===== src/rtl/stage_ex.sv =====
// Execute stage: operand forwarding, ALU, branch resolution and EX/MA pipeline register.
// Define EX_MUL_EN to build the 32-cycle shift-add multiplier FSM; without it MUL yields 0.
module stage_ex (
  input  logic        Clk,
  input  logic        Rst,
  input  logic        i_ex_valid,
  input  logic        i_ex_flush,
  input  logic        i_ex_stall,
  input  logic [31:0] i_ex_PC,
  input  logic [31:0] i_ex_OP1,
  input  logic [31:0] i_ex_OP2,
  input  logic [31:0] i_ex_IM,
  input  logic [4:0]  i_ex_Rdst,
  input  logic [6:0]  i_ex_EX,
  input  logic [1:0]  i_ex_MA,
  input  logic [2:0]  i_ex_WB,
  input  logic [1:0]  i_OP1_ExS,
  input  logic [1:0]  i_OP2_ExS,
  input  logic [31:0] i_ex_fwd_ma,
  input  logic [31:0] i_ex_fwd_wb,
  output logic [31:0] o_ex_ALU_rslt,
  output logic [31:0] o_ex_Rs2_val,
  output logic [4:0]  o_ex_Rdst,
  output logic [31:0] o_ex_PC,
  output logic [1:0]  o_ex_MA,
  output logic [2:0]  o_ex_WB,
  output logic        o_ex_busy,
  output logic [31:0] o_ex_JmpAddr,
  output logic        o_ex_FlushPipeandPC
);

  logic [31:0] w_opa, w_op2, w_opb, w_alu;
  logic        w_idle, w_accept, w_start, w_load_alu, w_taken, w_mul_done;
  logic [31:0] w_mul_rslt, w_mul_pc;
  logic [4:0]  w_mul_rdst;
  logic [1:0]  w_mul_ma;
  logic [2:0]  w_mul_wb;

  always_comb begin
    case (i_OP1_ExS)
      2'b01:   w_opa = i_ex_fwd_ma;
      2'b10:   w_opa = i_ex_fwd_wb;
      default: w_opa = i_ex_OP1;
    endcase
    case (i_OP2_ExS)
      2'b01:   w_op2 = i_ex_fwd_ma;
      2'b10:   w_op2 = i_ex_fwd_wb;
      default: w_op2 = i_ex_OP2;
    endcase
    w_opb = i_ex_EX[4] ? i_ex_IM : w_op2;
  end

  // MUL (op 11) is never computed here; the FSM produces it when enabled.
  always_comb begin
    case (i_ex_EX[3:0])
      4'd0:    w_alu = w_opa + w_opb;
      4'd1:    w_alu = w_opa - w_opb;
      4'd2:    w_alu = w_opa & w_opb;
      4'd3:    w_alu = w_opa | w_opb;
      4'd4:    w_alu = w_opa ^ w_opb;
      4'd5:    w_alu = w_opa << w_opb[4:0];
      4'd6:    w_alu = w_opa >> w_opb[4:0];
      4'd7:    w_alu = $signed(w_opa) >>> w_opb[4:0];
      4'd8:    w_alu = {31'd0, $signed(w_opa) < $signed(w_opb)};
      4'd9:    w_alu = {31'd0, w_opa < w_opb};
      4'd10:   w_alu = w_opb;
      default: w_alu = 32'd0;
    endcase
  end

  assign w_taken    = i_ex_EX[5] & ((w_opa == w_op2) ^ i_ex_EX[6]);
  assign w_accept   = i_ex_valid & ~i_ex_stall & ~i_ex_flush & w_idle;
  assign w_load_alu = w_accept & ~w_start;

`ifdef EX_MUL_EN
  typedef enum logic [0:0] {StIdle, StMul} state_e;
  state_e      r_state, w_state_nxt;
  logic [4:0]  r_cnt;
  logic [31:0] r_mcand, r_mplier, r_prod, r_m_pc, w_prod_step;
  logic [4:0]  r_m_rdst;
  logic [1:0]  r_m_ma;
  logic [2:0]  r_m_wb;

  assign w_idle      = (r_state == StIdle);
  assign w_start     = w_accept & (i_ex_EX[3:0] == 4'd11);
  assign w_mul_done  = (r_state == StMul) & ~i_ex_flush & ~i_ex_stall & (r_cnt == 5'd31);
  assign w_prod_step = r_prod + (r_mplier[0] ? r_mcand : 32'd0);
  assign w_mul_rslt  = w_prod_step;
  assign w_mul_pc    = r_m_pc;
  assign w_mul_rdst  = r_m_rdst;
  assign w_mul_ma    = r_m_ma;
  assign w_mul_wb    = r_m_wb;

  always_ff @(posedge Clk) begin
    if (Rst) r_state <= StIdle;
    else     r_state <= w_state_nxt;
  end

  always_comb begin
    w_state_nxt = r_state;
    case (r_state)
      StIdle: if (w_start) w_state_nxt = StMul;
      StMul: begin
        if (i_ex_flush)      w_state_nxt = StIdle;
        else if (w_mul_done) w_state_nxt = StIdle;
      end
      default: w_state_nxt = StIdle;
    endcase
  end

  always_comb begin
    o_ex_busy = (r_state == StMul);
  end

  always_ff @(posedge Clk) begin
    if (Rst) begin
      r_cnt    <= 5'd0;
      r_mcand  <= 32'd0;
      r_mplier <= 32'd0;
      r_prod   <= 32'd0;
      r_m_pc   <= 32'd0;
      r_m_rdst <= 5'd0;
      r_m_ma   <= 2'd0;
      r_m_wb   <= 3'd0;
    end else if (i_ex_flush) begin
      r_cnt <= 5'd0;
    end else if (!i_ex_stall) begin
      if (w_start) begin
        r_cnt    <= 5'd0;
        r_mcand  <= w_opa;
        r_mplier <= w_opb;
        r_prod   <= 32'd0;
        r_m_pc   <= i_ex_PC;
        r_m_rdst <= i_ex_Rdst;
        r_m_ma   <= i_ex_MA;
        r_m_wb   <= i_ex_WB;
      end else if (r_state == StMul) begin
        r_prod   <= w_prod_step;
        r_mcand  <= r_mcand << 1;
        r_mplier <= r_mplier >> 1;
        r_cnt    <= r_cnt + 5'd1;
      end
    end
  end
`else
  assign w_idle     = 1'b1;
  assign w_start    = 1'b0;
  assign w_mul_done = 1'b0;
  assign w_mul_rslt = 32'd0;
  assign w_mul_pc   = 32'd0;
  assign w_mul_rdst = 5'd0;
  assign w_mul_ma   = 2'd0;
  assign w_mul_wb   = 3'd0;
  assign o_ex_busy  = 1'b0;
`endif

  // EX/MA register; anything that is not a completing instruction becomes an all-zero bubble.
  always_ff @(posedge Clk) begin
    if (Rst || i_ex_flush || (!i_ex_stall && !w_mul_done && !w_load_alu)) begin
      o_ex_ALU_rslt       <= 32'd0;
      o_ex_Rs2_val        <= 32'd0;
      o_ex_Rdst           <= 5'd0;
      o_ex_PC             <= 32'd0;
      o_ex_MA             <= 2'd0;
      o_ex_WB             <= 3'd0;
      o_ex_JmpAddr        <= 32'd0;
      o_ex_FlushPipeandPC <= 1'b0;
    end else if (!i_ex_stall && w_mul_done) begin
      o_ex_ALU_rslt       <= w_mul_rslt;
      o_ex_Rs2_val        <= 32'd0;
      o_ex_Rdst           <= w_mul_rdst;
      o_ex_PC             <= w_mul_pc;
      o_ex_MA             <= w_mul_ma;
      o_ex_WB             <= w_mul_wb;
      o_ex_JmpAddr        <= 32'd0;
      o_ex_FlushPipeandPC <= 1'b0;
    end else if (!i_ex_stall) begin
      o_ex_ALU_rslt       <= w_alu;
      o_ex_Rs2_val        <= w_op2;
      o_ex_Rdst           <= i_ex_Rdst;
      o_ex_PC             <= i_ex_PC;
      o_ex_MA             <= i_ex_MA;
      o_ex_WB             <= i_ex_WB;
      o_ex_JmpAddr        <= i_ex_PC + i_ex_IM;
      o_ex_FlushPipeandPC <= w_taken;
    end
  end

endmodule


===== config.mk =====
export PLATFORM = sky130hd
export DESIGN_NAME = stage_ex
export DESIGN_NICKNAME = d
export VERILOG_FILES = /design/src/rtl/stage_ex.sv
export SDC_FILE = /design/constraint.sdc
export NUM_CORES = 1
export LEC_CHECK = 0
export ABC_AREA = 1
export BUFFER_PORTS_ARGS = -buffer_cell sky130_fd_sc_hd__clkbuf_2
export CORE_MARGIN = 2
export CORE_UTILIZATION = 47
export CTS_BUF_LIST = sky130_fd_sc_hd__clkbuf_4 sky130_fd_sc_hd__clkbuf_8
export DETAILED_ROUTE_END_ITERATION = 7
export PLACE_DENSITY = 0.7
export SYNTH_ARGS = -nofsm -noshare
export SYNTH_HDL_FRONTEND = slang
export SYNTH_SLANG_ARGS = --single-unit

===== constraint.sdc =====
create_clock -name Clk -period 4.9 [get_ports Clk]
set_clock_uncertainty 0.05 [all_clocks]
set_input_delay 0.735 -clock Clk [delete_from_list [all_inputs] [get_ports Clk]]
set_output_delay 0.735 -clock Clk [all_outputs]
set_load 0.02 [all_outputs]

==> results.cfg <==
[logic_synthesis]
postSynthNetCount = 3639
netlist_instances = 3287
ys.flop_type = sky130_fd_sc_hd__dfxtp_1
yosys.cell_types.count = 53
synth.yosys.seq_area_share_pct = 15.2
syn_area_per_cell_um2 = 5.58
synthArstFlopShare_pct = 0
synth_warn = 0
synth_enable_flop_cells = 0
postSynthRegisterBits = 139
netlist_area_um2 = 18300

[cts]
clock_tree.root_cell = sky130_fd_sc_hd__clkbuf_8
clk_pin_slew_worst_paths_ns = 0.08
cts_hold_repair.buffers = 0
worstSkewPairLatency_ns = 0.53
cts_setup_buffers = 0
cts-htree-levels = 4
cts_inserted_buffers = 17
cts_tree = yes
ctsLongestPathBuffers = 2
post_cts_resize_count = 0
clock-sinks = 139

[global_routing]
initial_antenna_violation_count = 1
globalRoute.totalOverflow = 0
grt_util_all_layers_pct = 46.3
grt_first_pass_wirelength_um = 142000
pin_count_of_the_biggest_net_entering_global_routing = 103
vias_in_the_first_global_route = 22800

[floorplanning]
die_w_um = 202
floorplan.core_area_um2 = 38600
initial_core_util_pct = 47.6
floorplan.rows = 72
design.portCount = 358
die_area_um2 = 40600
fp.dieH_um = 202

[final_layout]
post_route_cells_drive_above_1_share_pct = 16.1
flow.area_growth_from_synthesis_pct = 18.1
design_area_um2 = 21600
nNetsFinal = 3998
antenna_cells_inserted = 0
fillers = 4259

[placed_design]
place_area_um2 = 21300
hpwlAfterDp_um = 78300
place.gp.congestion = 1.11
buffer_ports.inserted = 356

[timing]
whs_ns = 0.405
setup_violations = 0
final.setup.tns_ns = 0
slew_viol_final = 0
achievable-frequency_mhz = 229
setup_repair_after_global_routing_missed_its_margin = no
min_period_ns = 4.36
fin_crit_sh_pct = 89.0
timing.slew.headroom_pct = 29.9
max_slew.worst_pin.slew_ns = 1.05
timing.final.hold_violations = 0

[detailed_routing]
routed_wire_length_um = 96800
drcViolationCount = 0
routed-via-count = 25000
wl_per_cell_um = 23.2
drt_iter0_markers = 3440
viasPerCell = 5.99
ant_nets = 0
drt-pass1-iter-count = 8

[setup_path]
critical_path_class = in2reg
critical-path-max-stage-delay_ns = 0.36
r2r_start = o_ex_Rs2_val[13]
timing.reg2reg.setup_slack_ns = 3.99
endpoint_of_the_lowest_slack_register_to_register_path = o_ex_Rs2_val[13]
crit_slowest_cell = sky130_fd_sc_hd__ha_1
startpoint_type = primary input
timing.critical_path.required_ns = 5.21
timing.critical_path.arrival_ns = 4.67
critical_path.endpoint_type = flop
timing.critical_path.max_delay_family = compound AO/OA/AOI/OAI gates
path_cells = clkbuf_2, inv_1, ha_1, inv_2, buf_4, nand3_1, o21ai_0, nand2_1, o21ai_0, inv_1, ha_1, buf_4, inv_1, a21oi_1, o21ai_0, a21oi_1, a21boi_0, nand3_1, nand2_1, o21ai_0, nor2_1, nand2_1, nand2_1, a21oi_1
crit_buf_inv = 7
worst_r2r_path_depth = 2
path_max_fanout = 13

[worst_hold_path]
startpoint_of_the_lowest_slack_hold_path = i_ex_WB[2]
min_delay_worst_endpoint = o_ex_WB[2]
hold_path_class = in2reg
hold_depth = 3

[power]
report.power.total_uw = 5990
worst_ir_drop_vdd_uv = 194
p_leak_uw = 0.0111
powerDensity_nw_per_um2 = 277

[status]
outcome = finished, final reports clean

[job]
maxCapViolations = 0
worst max path at each step:
stage,start,to,cells past startpoint,slack (ns)
global route,i_OP2_ExS[0],o_ex_ALU_rslt[20],21,0.29
detailed placement,i_OP2_ExS[0],o_ex_ALU_rslt[20],24,0.23
CTS,i_OP2_ExS[0],o_ex_ALU_rslt[20],24,0.77
global placement,i_OP2_ExS[0],o_ex_ALU_rslt[20],21,0.25
floorplan,i_OP2_ExS[0],o_ex_ALU_rslt[20],24,0.89
finish,i_OP2_ExS[0],o_ex_ALU_rslt[20],24,0.54
worst register-to-register path, stage by stage, from the launching register on:
cell and delay (ns):
sky130_fd_sc_hd__dfxtp_1 0.34, sky130_fd_sc_hd__o21ai_0 0.29, sky130_fd_sc_hd__a21oi_1 0.11
power breakdown:
group          internal, uW  switching, uW  leakage, uW
combinational          1160           2590      0.00976
sequential             1170           22.3      0.00113
clock                   474            571     0.000194
total                  2800           3180       0.0111
state kept, by name, indices dropped and copies added (netlist names):
| signal | cells |
|---|---|
| o_ex_ALU_rslt | 32 |
| o_ex_JmpAddr | 32 |
| o_ex_PC | 32 |
| o_ex_Rs2_val | 32 |
| o_ex_Rdst | 5 |
| o_ex_WB | 3 |
| o_ex_MA | 2 |
| o_ex_FlushPipeandPC | 1 |
per-layer routing:
metal  up-vias  part of all wire, %  GRT usage (%)
met5         -                0.027              0
met4         2                  6.9           27.5
met3       326                   13           12.3
met2      1686                   41           68.9
met1     11300                   39           59.9
li1      11700                    -              -
metrics by stage:
| stage | util [%] | worst slack (ns) | std cells |
|---|---|---|---|
| global route | 56.1 | 0.291 | 4176 |
| detailed placement | 55.1 | 0.232 | 4145 |
| floorplan | - | 0.890 | 3287 |
| global placement | 55.1 | 0.245 | 4145 |
| CTS | 56.1 | 0.767 | 4176 |
| finish | 56.1 | 0.541 | 4176 |
layout by cell type, fill, tap and decap left out, drive strengths merged, types with 9 or more instances in the layout:
cell | synthesis | routed
o211ai | 14 | 14
or2 | 12 | 12
nand4 | 27 | 27
dfxtp | 139 | 139
xor2 | 31 | 31
nor4 | 9 | 9
buf | 74 | 160
nor2 | 270 | 270
xnor2 | 23 | 23
nand2 | 915 | 915
o21a | 16 | 16
a21boi | 9 | 9
a221oi | 20 | 20
o21ai | 250 | 250
a31oi | 15 | 15
o22ai | 14 | 14
a21oi | 268 | 268
nand3 | 549 | 549
a21o | 9 | 9
clkbuf | 101 | 374
inv | 321 | 324
ha | 131 | 131
nor3 | 28 | 28
cell families (layout without fill, tap and decap cells):
logic type	count (synthesis)	after routing	synth area share, %
AO/OA/AOI/OAI	644	644	19.7
XOR/XNOR	54	54	2.58
adder cells (fa/ha/maj)	134	134	9.27
buffers and inverters	499	870	11.1
flip-flops	139	139	15.2
other	1	1	0.0204
AND/OR/NAND/NOR	1816	1816	42.1
synthesized netlist by cell type, drive strengths merged (23+ instances only):
| cell | n | area share, % |
|---|---|---|
| nor2 | 270 | 5.5 |
| nand2 | 915 | 19 |
| xnor2 | 23 | 1.1 |
| ha | 131 | 8.9 |
| nor3 | 28 | 0.76 |
| inv | 321 | 6.6 |
| dfxtp | 139 | 15 |
| nand3 | 549 | 15 |
| clkbuf | 101 | 2.1 |
| o21ai | 250 | 7.2 |
| a21oi | 268 | 7.3 |
| nand4 | 27 | 0.96 |
| buf | 74 | 2.4 |
| xor2 | 31 | 1.5 |
layout make-up:
class	count	area [um^2]	area share [%]
clock inverter	12	139	0.642
inverter	324	1220	5.64
timing repair buffer	515	3050	14.1
tap	518	648	2.99
multi-input combinational	2649	13600	62.6
clock buffer	19	255	1.18
sequential	139	2780	12.9
No activity file was read; power rests on OpenSTA's default activity.
